$ cat src/rtl/reg_serial_tx_6_bit.sv
// Framed LSB-first serial transmitter for a 6-bit register word (start, d[0..5], [parity], stop).
// Define REG_TX_PARITY_EN to insert an even-parity bit after d[5].
module reg_serial_tx_6_bit #(
  parameter int CLKS_PER_BIT = 4
) (
  input  logic       clk,
  input  logic       rst,
  input  logic [5:0] d_in,
  input  logic       load,
  output logic       ready,
  output logic       busy,
  output logic       tx,
  output logic       done
);

  localparam int TW = $clog2(CLKS_PER_BIT) + 1;
  localparam logic [TW-1:0] TIMER_LAST = TW'(CLKS_PER_BIT - 1);

`ifdef REG_TX_PARITY_EN
  typedef enum logic [2:0] {S_IDLE, S_START, S_DATA, S_PARITY, S_STOP} state_t;
`else
  typedef enum logic [2:0] {S_IDLE, S_START, S_DATA, S_STOP} state_t;
`endif

  state_t        state;
  logic [5:0]    shift;
  logic [TW-1:0] timer;
  logic [2:0]    idx;
  logic          timer_last;

`ifdef REG_TX_PARITY_EN
  logic          par;
`endif

  assign timer_last = (timer == TIMER_LAST);
  assign busy       = (state != S_IDLE);
  // ready is gated by rst directly so it drops in the same cycle reset is asserted.
  assign ready      = (state == S_IDLE) && !rst;

  // NOTE: all state below uses non-blocking assignments so every register
  // samples pre-edge values; blocking here would create order-dependent races.
  always_ff @(posedge clk) begin
    if (rst) begin
      state <= S_IDLE;
      shift <= '0;
      timer <= '0;
      idx   <= '0;
      tx    <= 1'b1;
      done  <= 1'b0;
`ifdef REG_TX_PARITY_EN
      par   <= 1'b0;
`endif
    end else begin
      done <= 1'b0;
      case (state)
        S_IDLE: begin
          tx <= 1'b1;
          if (load) begin
            shift <= d_in;
            timer <= '0;
            idx   <= '0;
            tx    <= 1'b0;
            state <= S_START;
`ifdef REG_TX_PARITY_EN
            par   <= ^d_in;
`endif
          end
        end

        S_START: begin
          if (timer_last) begin
            timer <= '0;
            tx    <= shift[0];
            state <= S_DATA;
          end else begin
            timer <= timer + 1'b1;
          end
        end

        S_DATA: begin
          if (timer_last) begin
            timer <= '0;
            if (idx == 3'd5) begin
`ifdef REG_TX_PARITY_EN
              tx    <= par;
              state <= S_PARITY;
`else
              tx    <= 1'b1;
              state <= S_STOP;
`endif
            end else begin
              // Present the next bit in the same edge the shifter advances.
              idx   <= idx + 1'b1;
              shift <= {1'b0, shift[5:1]};
              tx    <= shift[1];
            end
          end else begin
            timer <= timer + 1'b1;
          end
        end

`ifdef REG_TX_PARITY_EN
        S_PARITY: begin
          if (timer_last) begin
            timer <= '0;
            tx    <= 1'b1;
            state <= S_STOP;
          end else begin
            timer <= timer + 1'b1;
          end
        end
`endif

        S_STOP: begin
          tx <= 1'b1;
          if (timer_last) begin
            timer <= '0;
            done  <= 1'b1;
            state <= S_IDLE;
          end else begin
            timer <= timer + 1'b1;
          end
        end

        default: begin
          tx    <= 1'b1;
          timer <= '0;
          state <= S_IDLE;
        end
      endcase
    end
  end

endmodule

$ cat config.mk
export PLATFORM = sky130hd
export DESIGN_NAME = reg_serial_tx_6_bit
export DESIGN_NICKNAME = d
export VERILOG_FILES = /design/src/rtl/reg_serial_tx_6_bit.sv
export SDC_FILE = /design/constraint.sdc
export NUM_CORES = 1
export LEC_CHECK = 0
export BUFFER_PORTS_ARGS = -buffer_cell sky130_fd_sc_hd__buf_2
export CAP_MARGIN = 40
export CORE_UTILIZATION = 56
export CTS_CLUSTER_DIAMETER = 80
export DETAILED_ROUTE_END_ITERATION = 10
export GPL_ROUTABILITY_DRIVEN = 0
export PLACE_DENSITY = 0.78
export SYNTH_ARGS = -nofsm -noshare
export SYNTH_HDL_FRONTEND = slang
export SYNTH_SLANG_ARGS = --single-unit
export TNS_END_PERCENT = 5
$ cat constraint.sdc
create_clock -name clk -period 2.39 [get_ports clk]
set_clock_uncertainty 0.1 [all_clocks]
set_input_delay 0.239 -clock clk [delete_from_list [all_inputs] [get_ports clk]]
set_output_delay 0.239 -clock clk [all_outputs]
set_load 0.005 [all_outputs]
==> flow_summary_export.csv <==
group,metric,value,unit
outcome,status,"complete, no violations",
sta,fmax,0.478,GHz
yosys,synthTopCellsByCount,"nand2_1 (17), dfxtp_1 (16), mux2i_1 (10), ha_1 (8), inv_1 (7)",
floorplan,core_area,1710,um2
global_routing,grt.overflow.total,0,
routing,drt_iter0_markers,15,
yosys,ys_types,35,
sta,finalSetupTns,0,ns
sta,period_share,0.875,
critical_path,cp_slowest_cell,"ha_1",
routing,route.detailed.drc,0,
sta,fin_crit,2.09,ns
clocking,clock_latency,0.28,ns
clocking,postCtsSetupRepairBufs,0,
placed_design,placed_cell_area,1060,um2
layout,fin_area,1080,um2
clocking,hold_buffers,0,
placed_design,portBuffers,12,
yosys,yosys.area.top_type,"dfxtp_1",
critical_path,worstPathCellList,"ha_1, nand3b_2, a2111oi_2, mux2i_1",
sta,max-slew-margin-rel,0.609,
yosys,synth_top_area_share,0.315,
yosys,async_reset_ff_frac,0,
routing,viasPerCell,5.37,
clocking,clk_path_buf_depth,2,
critical_path,cpPeakStageDelay,0.57,ns
yosys,synthMostInstantiatedCell,"nand2_1",
pwr,ir_worst_vdd,0.503,mV
critical_path,cp.required,2.51,ns
yosys,yosys_warnings,0,
pwr,p_per_area,1100,nW/um2
layout,post-route-util,0.632,
clocking,cts_tree,"built",
routing,ant_nets,0,
clocking,ctsRootBufferMaster,"clkbuf_4",
global_routing,antenna_found_initial,0,
critical_path,arrival,2.21,ns
routing,routed_wl,1780,um
yosys,syn_nets,118,
floorplan,dieHeight,44.6,um
yosys,synth_edf_count,0,
layout,fillers,155,
yosys,avgSynthCellArea,10.1,um2
floorplan,die_width,44.6,um
critical_path,crit_buf_inv,0,
clocking,cts-htree-levels,1,
layout,drive_above_1_share,0.279,
placed_design,dp_hpwl,1340,um
critical_path,start_kind,"register",
sta,holdWs,0.119,ns
critical_path,crit_family,"adder cells",
sta,setup_viol,0,
pwr,p_leak,0.481,nW
layout,diodes,0,
critical_path,path_max_fanout,15,
floorplan,dieArea,1990,um2
clocking,cts_buffers,3,
clocking,clk_pin_slew,0.09,ns
routing,drt_first_pass_iters,4,
yosys,dominantRegCellSynth,"dfxtp_1",
clocking,clkSinkCount,16,
layout,nets,130,
global_routing,grt_pass1_vias,699,
sta,hold_viol_final,0,
critical_path,crit_path_end_kind,"register",
clocking,ctsResizeCount,0,
yosys,synthCells,101,
layout,syn2layout_area_growth,6.15,%
critical_path,crit_type,"reg -> reg",
layout,register_area,320,um2
min_path,hp-class,"in -> reg",
global_routing,grt_pass1_wl,3010,um
floorplan,fp-row-count,15,
floorplan,io_pins,13,
sta,worst_pin_slew,0.587,ns
yosys,synth_area,1020,um2
sta,rsz0062_at_grt,"false",
global_routing,track_usage,0.208,
routing,post_drt_wl_per_cell,13.1,um
yosys,yosys-top-cells-area,"dfxtp_1 (31%), ha_1 (9.8%), mux2i_1 (9.8%)",
yosys,synth.yosys.seq_area_share,0.315,
yosys,ys_ff_latch,16,
layout,multiInputGateArea,619,um2
global_routing,grt_start_max_net_pins,22,
floorplan,start_util,0.596,
flow_run,cap_violations,0,
sta,drv_slew,0,
routing,vias,730,
[per-layer routing]
metal | part of all wire | vias up | GRT usage
li1 | - | 374 | -
met1 | 0.48 | 344 | 0.273
met2 | 0.48 | 8 | 0.332
met3 | 0.020 | 4 | 0.0367
met4 | 0.016 | 0 | 0.0909
met5 | 0 | - | 0
[cells by family (layout without fill, tap and decap cells)]
family	Yosys count	count (layout)	share of synthesized area
multiplexers	15	15	0.154
adder cells (fa/ha/maj)	8	8	0.0984
buffers and inverters	12	22	0.0763
flip-flops	16	16	0.315
AO/OA/AOI/OAI	15	15	0.171
AND/OR/NAND/NOR	35	35	0.186
[cells in the final DEF (no fill, tap or decap), types with 2 or more instances in the layout]
cell	n
clkbuf_4	3
inv_1	7
a211o_1	2
mux2_2	5
mux2i_1	10
nand3b_1	2
nand3_1	2
nand2_1	17
nor2_1	5
ha_1	8
buf_2	12
dfxtp_1	16
[flip-flops by register name (all words and copies together) (netlist names)]
name and cells:
done 1, idx 3, state 2, tx 1, shift 6, timer 3
[layout make-up]
type                       count  share of cell area
multi-input combinational     73               0.574
inverter                       7              0.0243
clock buffer                   3              0.0209
tap                           25              0.0290
timing repair buffer          12              0.0556
sequential                    16               0.297
[final timing paths]
| kind | slack [ns] | cells after the start | to | start |
|---|---|---|---|---|
| worst max-delay path | 0.30 | 4 | idx[2] | state[1] |
| worst min-delay path | 0.12 | 3 | shift[5] | d_in[5] |
| worst max register to register | 0.30 | 4 | idx[2] | state[1] |
| worst min register to register | 0.36 | 2 | shift[4] | shift[4] |
[through the flow]
| stage | worst slack [ns] | cells | power (mW) |
|---|---|---|---|
| floorplan | 0.647 | 101 | 0.958 |
| global placement | 0.394 | 133 | 1.02 |
| detailed placement | 0.278 | 133 | 1.05 |
| CTS | 0.258 | 136 | 1.19 |
| global route | 0.0723 | 136 | 1.28 |
| finish | 0.299 | 136 | 1.19 |
[worst register-to-register path: cells and delay by family, from the launching register on]
family          cells  cell delay [ns]
fa+ha+maj           1             0.57
compound gates      1             0.47
flops               1             0.43
simple gates        1             0.25
mux                 1             0.22
[report_power, final]
part	switching, mW	leakage [nW]	total (mW)	internal (mW)
registers	0.0561	0.131	0.398	0.342
logic	0.315	0.336	0.648	0.333
clock network	0.0814	0.0138	0.140	0.0584
total	0.452	0.481	1.19	0.733
No activity file was read; power rests on OpenSTA's default activity.
